===== src/rtl/md_arbiter_pkg.sv =====
// md_pkg: opcodes, FSM states and latency constants shared by the HI/LO arbiter slice.
package md_pkg;

  localparam logic [3:0] MD_OP_MULT  = 4'd0;
  localparam logic [3:0] MD_OP_MULTU = 4'd1;
  localparam logic [3:0] MD_OP_DIV   = 4'd2;
  localparam logic [3:0] MD_OP_DIVU  = 4'd3;
  localparam logic [3:0] MD_OP_MTHI  = 4'd4;
  localparam logic [3:0] MD_OP_MTLO  = 4'd5;
  localparam logic [3:0] MD_OP_MFHI  = 4'd6;
  localparam logic [3:0] MD_OP_MFLO  = 4'd7;
  localparam logic [3:0] MD_OP_IDLE  = 4'hF;

  localparam int MD_LAT_MT = 1;

  typedef enum logic [1:0] {
    ST_IDLE = 2'd0,
    ST_RUN  = 2'd1,
    ST_RESP = 2'd2
  } md_state_e;

  // Only MULT..MTLO touch the datapath; reads and illegal codes go out as the idle opcode.
  function automatic logic [3:0] md_dp_op(input logic [3:0] op);
    return (op <= MD_OP_MTLO) ? op : MD_OP_IDLE;
  endfunction

  function automatic logic md_is_div(input logic [3:0] op);
    return (op == MD_OP_DIV) || (op == MD_OP_DIVU);
  endfunction

  function automatic logic md_is_mult(input logic [3:0] op);
    return (op == MD_OP_MULT) || (op == MD_OP_MULTU);
  endfunction

endpackage


===== src/rtl/md_arbiter_if.sv =====
// md_arbiter_if: requester, response and datapath signals of the HI/LO arbiter; slave = arbiter side.
interface md_arbiter_if;

  logic        req0_valid;
  logic        req0_ready;
  logic [3:0]  req0_op;
  logic [31:0] req0_a;
  logic [31:0] req0_b;

  logic        req1_valid;
  logic        req1_ready;
  logic [3:0]  req1_op;
  logic [31:0] req1_a;
  logic [31:0] req1_b;

  logic        resp0_valid;
  logic        resp0_ready;
  logic        resp1_valid;
  logic        resp1_ready;
  logic [31:0] resp_hi;
  logic [31:0] resp_lo;
  logic        resp_err;

  logic        md_start;
  logic [3:0]  md_op;
  logic [31:0] md_a;
  logic [31:0] md_b;
  logic [31:0] md_hi;
  logic [31:0] md_lo;

  modport slave (
    input  req0_valid, req0_op, req0_a, req0_b,
    input  req1_valid, req1_op, req1_a, req1_b,
    input  resp0_ready, resp1_ready,
    input  md_hi, md_lo,
    output req0_ready, req1_ready,
    output resp0_valid, resp1_valid, resp_hi, resp_lo, resp_err,
    output md_start, md_op, md_a, md_b
  );

  modport master (
    output req0_valid, req0_op, req0_a, req0_b,
    output req1_valid, req1_op, req1_a, req1_b,
    output resp0_ready, resp1_ready,
    output md_hi, md_lo,
    input  req0_ready, req1_ready,
    input  resp0_valid, resp1_valid, resp_hi, resp_lo, resp_err,
    input  md_start, md_op, md_a, md_b
  );

endinterface


===== src/rtl/md_arbiter_rr_pick.sv =====
// md_rr_pick: two-way round-robin selector; combinational, rr names the winner only when both are valid.
module md_rr_pick (
  input  logic valid0,
  input  logic valid1,
  input  logic rr,
  output logic gnt_vld,
  output logic gnt_id
);

  assign gnt_vld = valid0 | valid1;
  assign gnt_id  = (valid0 & valid1) ? rr : valid1;

endmodule


===== src/rtl/md_arbiter.sv =====
// md_arbiter: round-robin sequencer for the shared HI/LO mul/div unit; response at grant+LAT, held until resp_ready.
// Requests see ready=0 while an op is in flight. Optional MD_ARB_DIVZERO_EN traps DIV/DIVU by zero with resp_err.
module md_arbiter
  import md_pkg::*;
#(
  parameter int MULT_CYCLES = 5,
  parameter int DIV_CYCLES  = 10,
  parameter int CNT_W       = 5
) (
  input logic         clk,
  input logic         reset,
  md_arbiter_if.slave bus
);

  localparam logic [CNT_W-1:0] LAT_MULT = CNT_W'(MULT_CYCLES);
  localparam logic [CNT_W-1:0] LAT_DIV  = CNT_W'(DIV_CYCLES);
  localparam logic [CNT_W-1:0] LAT_MT   = CNT_W'(MD_LAT_MT);

  md_state_e        state, state_nxt;
  logic [CNT_W-1:0] cnt, cnt_nxt;
  logic             rr, rr_nxt;
  logic             owner, owner_nxt;

  logic             gnt_vld, gnt_id;
  logic [3:0]       win_op;
  logic [31:0]      win_a, win_b;
  logic [CNT_W-1:0] win_lat;
  logic             win_dz;
  logic             resp_rdy;

  md_rr_pick u_pick (
    .valid0  (bus.req0_valid),
    .valid1  (bus.req1_valid),
    .rr      (rr),
    .gnt_vld (gnt_vld),
    .gnt_id  (gnt_id)
  );

  assign win_op   = gnt_id ? bus.req1_op : bus.req0_op;
  assign win_a    = gnt_id ? bus.req1_a  : bus.req0_a;
  assign win_b    = gnt_id ? bus.req1_b  : bus.req0_b;
  assign resp_rdy = owner ? bus.resp1_ready : bus.resp0_ready;

`ifdef MD_ARB_DIVZERO_EN
  logic err, err_nxt;
  assign win_dz = md_is_div(win_op) && (win_b == '0);
`else
  assign win_dz = 1'b0;
`endif

  // A trapped divide never reaches the datapath, so it answers like an MT/MF op.
  always_comb begin
    win_lat = LAT_MT;
    if (md_is_mult(win_op))
      win_lat = LAT_MULT;
    else if (md_is_div(win_op) && !win_dz)
      win_lat = LAT_DIV;
  end

  always_ff @(posedge clk) begin
    if (reset) begin
      state <= ST_IDLE;
      cnt   <= '0;
      rr    <= 1'b0;
      owner <= 1'b0;
`ifdef MD_ARB_DIVZERO_EN
      err   <= 1'b0;
`endif
    end else begin
      state <= state_nxt;
      cnt   <= cnt_nxt;
      rr    <= rr_nxt;
      owner <= owner_nxt;
`ifdef MD_ARB_DIVZERO_EN
      err   <= err_nxt;
`endif
    end
  end

  // All handshake and datapath outputs are gated by reset so nothing is granted or issued during it.
  always_comb begin
    state_nxt       = state;
    cnt_nxt         = cnt;
    rr_nxt          = rr;
    owner_nxt       = owner;
`ifdef MD_ARB_DIVZERO_EN
    err_nxt         = err;
`endif
    bus.req0_ready  = 1'b0;
    bus.req1_ready  = 1'b0;
    bus.resp0_valid = 1'b0;
    bus.resp1_valid = 1'b0;
    bus.md_start    = 1'b0;
    bus.md_op       = MD_OP_IDLE;
    bus.md_a        = '0;
    bus.md_b        = '0;

    if (!reset) begin
      unique case (state)
        ST_IDLE: begin
          if (gnt_vld) begin
            bus.req0_ready = ~gnt_id;
            bus.req1_ready = gnt_id;
            owner_nxt      = gnt_id;
`ifdef MD_ARB_DIVZERO_EN
            err_nxt        = win_dz;
`endif
            if (!win_dz) begin
              bus.md_start = 1'b1;
              bus.md_op    = md_dp_op(win_op);
              bus.md_a     = win_a;
              bus.md_b     = win_b;
            end
            if (win_lat <= LAT_MT) begin
              state_nxt = ST_RESP;
              cnt_nxt   = '0;
            end else begin
              state_nxt = ST_RUN;
              cnt_nxt   = win_lat - LAT_MT;
            end
          end
        end

        ST_RUN: begin
          cnt_nxt = cnt - LAT_MT;
          if (cnt <= LAT_MT)
            state_nxt = ST_RESP;
        end

        ST_RESP: begin
          bus.resp0_valid = ~owner;
          bus.resp1_valid = owner;
          if (resp_rdy) begin
            state_nxt = ST_IDLE;
            rr_nxt    = ~owner;
`ifdef MD_ARB_DIVZERO_EN
            err_nxt   = 1'b0;
`endif
          end
        end

        default: state_nxt = ST_IDLE;
      endcase
    end
  end

  assign bus.resp_hi = bus.md_hi;
  assign bus.resp_lo = bus.md_lo;

`ifdef MD_ARB_DIVZERO_EN
  assign bus.resp_err = err && (state == ST_RESP) && !reset;
`else
  assign bus.resp_err = 1'b0;
`endif

endmodule


===== src/flat_wrapper.sv =====
// flat-port wrapper written by rule: the top's interface ports become plain ports
module md_arbiter_flat import md_pkg::*;
#(
  parameter int MULT_CYCLES = 5,
  parameter int DIV_CYCLES  = 10,
  parameter int CNT_W       = 5
)
  (clk, reset, bus_req0_valid, bus_req0_op, bus_req0_a, bus_req0_b, bus_req1_valid, bus_req1_op, bus_req1_a, bus_req1_b, bus_resp0_ready, bus_resp1_ready, bus_md_hi, bus_md_lo, bus_req0_ready, bus_req1_ready, bus_resp0_valid, bus_resp1_valid, bus_resp_hi, bus_resp_lo, bus_resp_err, bus_md_start, bus_md_op, bus_md_a, bus_md_b);
  md_arbiter_if bus_i ();
  input logic clk;
  input logic reset;
  input wire logic [$bits(bus_i.req0_valid)-1:0] bus_req0_valid;
  input wire logic [$bits(bus_i.req0_op)-1:0] bus_req0_op;
  input wire logic [$bits(bus_i.req0_a)-1:0] bus_req0_a;
  input wire logic [$bits(bus_i.req0_b)-1:0] bus_req0_b;
  input wire logic [$bits(bus_i.req1_valid)-1:0] bus_req1_valid;
  input wire logic [$bits(bus_i.req1_op)-1:0] bus_req1_op;
  input wire logic [$bits(bus_i.req1_a)-1:0] bus_req1_a;
  input wire logic [$bits(bus_i.req1_b)-1:0] bus_req1_b;
  input wire logic [$bits(bus_i.resp0_ready)-1:0] bus_resp0_ready;
  input wire logic [$bits(bus_i.resp1_ready)-1:0] bus_resp1_ready;
  input wire logic [$bits(bus_i.md_hi)-1:0] bus_md_hi;
  input wire logic [$bits(bus_i.md_lo)-1:0] bus_md_lo;
  output wire logic [$bits(bus_i.req0_ready)-1:0] bus_req0_ready;
  output wire logic [$bits(bus_i.req1_ready)-1:0] bus_req1_ready;
  output wire logic [$bits(bus_i.resp0_valid)-1:0] bus_resp0_valid;
  output wire logic [$bits(bus_i.resp1_valid)-1:0] bus_resp1_valid;
  output wire logic [$bits(bus_i.resp_hi)-1:0] bus_resp_hi;
  output wire logic [$bits(bus_i.resp_lo)-1:0] bus_resp_lo;
  output wire logic [$bits(bus_i.resp_err)-1:0] bus_resp_err;
  output wire logic [$bits(bus_i.md_start)-1:0] bus_md_start;
  output wire logic [$bits(bus_i.md_op)-1:0] bus_md_op;
  output wire logic [$bits(bus_i.md_a)-1:0] bus_md_a;
  output wire logic [$bits(bus_i.md_b)-1:0] bus_md_b;
  assign bus_i.req0_valid = bus_req0_valid;
  assign bus_i.req0_op = bus_req0_op;
  assign bus_i.req0_a = bus_req0_a;
  assign bus_i.req0_b = bus_req0_b;
  assign bus_i.req1_valid = bus_req1_valid;
  assign bus_i.req1_op = bus_req1_op;
  assign bus_i.req1_a = bus_req1_a;
  assign bus_i.req1_b = bus_req1_b;
  assign bus_i.resp0_ready = bus_resp0_ready;
  assign bus_i.resp1_ready = bus_resp1_ready;
  assign bus_i.md_hi = bus_md_hi;
  assign bus_i.md_lo = bus_md_lo;
  assign bus_req0_ready = bus_i.req0_ready;
  assign bus_req1_ready = bus_i.req1_ready;
  assign bus_resp0_valid = bus_i.resp0_valid;
  assign bus_resp1_valid = bus_i.resp1_valid;
  assign bus_resp_hi = bus_i.resp_hi;
  assign bus_resp_lo = bus_i.resp_lo;
  assign bus_resp_err = bus_i.resp_err;
  assign bus_md_start = bus_i.md_start;
  assign bus_md_op = bus_i.md_op;
  assign bus_md_a = bus_i.md_a;
  assign bus_md_b = bus_i.md_b;
  md_arbiter #(.MULT_CYCLES(MULT_CYCLES), .DIV_CYCLES(DIV_CYCLES), .CNT_W(CNT_W)) u_core (.clk(clk), .reset(reset), .bus(bus_i));
endmodule

===== config.mk =====
export PLATFORM = sky130hd
export DESIGN_NAME = md_arbiter_flat
export DESIGN_NICKNAME = d
export VERILOG_FILES = /design/src/rtl/md_arbiter_pkg.sv /design/src/rtl/md_arbiter_if.sv /design/src/rtl/md_arbiter_rr_pick.sv /design/src/rtl/md_arbiter.sv /design/src/flat_wrapper.sv
export SDC_FILE = /design/constraint.sdc
export NUM_CORES = 1
export LEC_CHECK = 0
export ABC_AREA = 0
export CORE_AREA = 2 2 134 136
export CTS_CLUSTER_DIAMETER = 40
export DETAILED_ROUTE_END_ITERATION = 10
export DIE_AREA = 0 0 136 138
export GPL_ROUTABILITY_DRIVEN = 0
export PLACE_DENSITY = 0.54
export SYNTH_ARGS = -nofsm -noshare
export SYNTH_HDL_FRONTEND = slang
export SYNTH_SLANG_ARGS = --single-unit

===== constraint.sdc =====
create_clock -name clk -period 3.59 [get_ports clk]
set_input_delay 1.077 -clock clk [delete_from_list [all_inputs] [get_ports clk]]
set_output_delay 1.077 -clock clk [all_outputs]
set_load 0.005 [all_outputs]

==> results_dict.tcl <==
set metrics [dict create \
    status "finished, violations left" \
    violations "setup timing" \
    final_util_pct 23.9 \
    worst-path-max-fanout 13 \
    r2r_start "u_core.state[0]" \
    finalMaxSlewViolations 0 \
    postRouteAntennaNets 0 \
    wire_per_inst_um 17.0 \
    slew_headroom_pct 64.5 \
    cts_tree "done" \
    antenna_found_initial 0 \
    postSynthRegisterBits 9 \
    tns_ns -0.326 \
    worstHoldStart "u_core.cnt[1]" \
    power_leakage_nw 1.78 \
    cp-start-kind "input pin" \
    async_reset_ff_share_pct 0 \
    end_kind "output pin" \
    clkSinkCount 9 \
    max_freq_mhz 275 \
    ctsLongestPathBuffers 2 \
    holdPathStages 2 \
    fin_skew_ns 0.00223 \
    wirelength_um 10900 \
    syn_nets 442 \
    numCtsBuffers 3 \
    final_nets 623 \
    cp_slowest_cell "clkdlybuf4s50_1" \
    avgSynthCellArea_um2 7.93 \
    core_area_um2 17500 \
    crit_family "buffers and inverters" \
    fin_ws_ns -0.0500 \
    grt_util_all_layers_pct 10.7 \
    hpwlAfterDp_um 8100 \
    hp-class "reg -> reg" \
    grt_pass1_wl_um 15600 \
    viasPerCell 3.89 \
    ir_drop_mv 0.153 \
    fp-row-count 49 \
    cp.arrival_ns 2.56 \
    fin_area_um2 4190 \
    root_buffer "clkbuf_16" \
    worstPathRequired_ns 2.51 \
    fill_cells 1915 \
    grt_max_degree 27 \
    dieWidth_um 136 \
    min_period_ns 3.64 \
    gr-total-overflow 0 \
    area_delta_synth_final_pct 126 \
    synthFlopType "dfxtp_1" \
    yosysUniqueCellTypes 42 \
    powerDensity_nw_per_um2 218 \
    synth_cells 234 \
    grt_pass1_vias 2548 \
    dr.pass1.iters 4 \
    antenna_cells 0 \
    start_util_pct 10.6 \
    multi_input_area_um2 1080 \
    synth_edf_count 0 \
    tightestPinTransition_ns 0.519 \
    critPathBufInv 3 \
    ff_latch_area_um2 180 \
    drcViolationCount 0 \
    io_pins 344 \
    io_buffers 214 \
    hold_viol 0 \
    rsz0062_at_grt "true" \
    dieHeight_um 138 \
    hold_buffers 0 \
    yosysSeqAreaShare_pct 9.71 \
    drive_above_1_share_pct 20.8 \
    post-route-period-util_pct 101 \
    yosysWarnings 0 \
    die-area_um2 18800 \
    finalSetupViolations 13 \
    clock_latency_ns 0.24 \
    min_to "u_core.cnt[1]" \
    reg2reg_depth 4 \
    slowest_delay_ns 0.50 \
    synth_area_um2 1860 \
    htree_levels 1 \
    place_ws_ns -0.611 \
    drtIter0Drc 63 \
    regToRegEndpoint "u_core.cnt[3]" \
    drv_cap 0 \
    r2r_setup_slack_ns 1.96 \
    clk_pin_slew_worst_paths_ns 0.04 \
    num_vias 2503 \
    place_area_um2 3840 \
    path_class "in -> out" \
    crit_chain "buf_4 -> nor2_4 -> nor4_4 -> and2_4 -> buf_8 -> a22o_1 -> clkdlybuf4s50_1" \
]
[layout make-up]
class / count / share of cell area (%)
timing repair buffer: 258 / 60.7
multi-input combinational: 138 / 25.8
tap: 229 / 6.84
sequential: 9 / 4.30
clock buffer: 4 / 1.88
inverter: 5 / 0.448
[synth_stat cells (2+ instances only)]
library cell | instances | area share [%]
nor2_1 | 14 | 2.8
mux2_2 | 3 | 1.8
clkbuf_1 | 4 | 0.81
inv_1 | 5 | 1.0
a2111oi_0 | 2 | 0.94
nand2_1 | 7 | 1.4
buf_2 | 7 | 1.9
nor3_1 | 2 | 0.54
buf_6 | 5 | 3.0
ha_1 | 2 | 1.3
o211ai_1 | 2 | 0.81
nand2b_1 | 3 | 1.0
mux2i_1 | 3 | 1.6
a21oi_1 | 9 | 2.4
dfxtp_1 | 9 | 9.7
buf_4 | 66 | 27
a22o_1 | 64 | 30
nor2b_1 | 2 | 0.67
nor3b_1 | 2 | 0.81
[worst reg2reg max path, cell delays in order (launching register included)]
cell and delay, ns:
dfxtp_1 0.66, nor3_1 0.15, or2_2 0.35, a211oi_1 0.26, a21oi_1 0.09
[flip-flops by register name (all words and copies together), names as in the netlist]
name / count
u_core.owner: 1
u_core.cnt: 5
u_core.state: 2
u_core.rr: 1
[layout by cell type (no fill, tap or decap), drive strengths merged, types with 2 or more instances in the layout]
cell and count:
clkdlybuf4s50 154, a22o 64, buf 47, clkbuf 29, dlygate4sd2 22, nor2 15, a21oi 9, dfxtp 9
nand2 8, clkdlybuf4s15 6, inv 5, dlymetal6s2s 4, nand2b 4, mux2i 3, mux2 3, nor4 2
nor2b 2, nor3b 2, nor3 2, a2111oi 2, o211ai 2, ha 2
[worst max-delay path by stage]
| stage | end | depth (start not counted) | startpoint | slack [ns] |
|---|---|---|---|---|
| 2_1_floorplan | bus_md_a[10] | 6 | bus_req0_valid | 0.43 |
| 3_3_place_gp | bus_md_a[25] | 6 | reset | -0.60 |
| 3_5_place_dp | bus_md_a[25] | 7 | bus_req1_valid | -0.61 |
| 4_1_cts | bus_md_b[11] | 8 | bus_req0_valid | -0.13 |
| 5_1_grt | bus_md_b[6] | 8 | bus_req0_valid | -0.15 |
| 6_report | bus_md_b[11] | 7 | bus_req0_valid | -0.05 |
[metrics by stage]
stage / total power [W] / hold WS, ns / instances
finish: 0.000913 / 0.512 / 643
floorplan: 0.000373 / 0.469 / 234
CTS: 0.000913 / 0.522 / 636
global placement: 0.000661 / 0.499 / 612
detailed placement: 0.000665 / 0.512 / 612
global route: 0.000970 / 0.558 / 643
[cell families after synthesis]
family	after synthesis	synth area share, %
fa+ha+maj	2	1.35
mux	6	3.44
buf+inv	87	33.4
flops	9	9.71
compound gates	87	38.6
other cells	1	0.202
simple gates	42	13.2
[what timing repair did]
item                                    4_1_cts  5_1_grt
endpoints found under the setup margin       73       33
resized for setup                            78       66
setup buffers                                14        6
pin swaps                                     6        4
cloned                                        6        1
[per-layer routing]
layer / global-route usage (%) / vias to the layer above / share of wire, %
met5: 0 / - / 0
met4: 1.97 / 0 / 1.1
met3: 6.42 / 14 / 17
met2: 17.6 / 176 / 46
li1: - / 1172 / -
met1: 12.0 / 1141 / 36
[power by group]
part,internal (W),total [W],switching (W)
combinational,0.000385,0.000587,0.000202
sequential,0.000111,0.000128,0.0000174
clock,0.000148,0.000198,0.0000495
(Power assumes the default switching activity.)
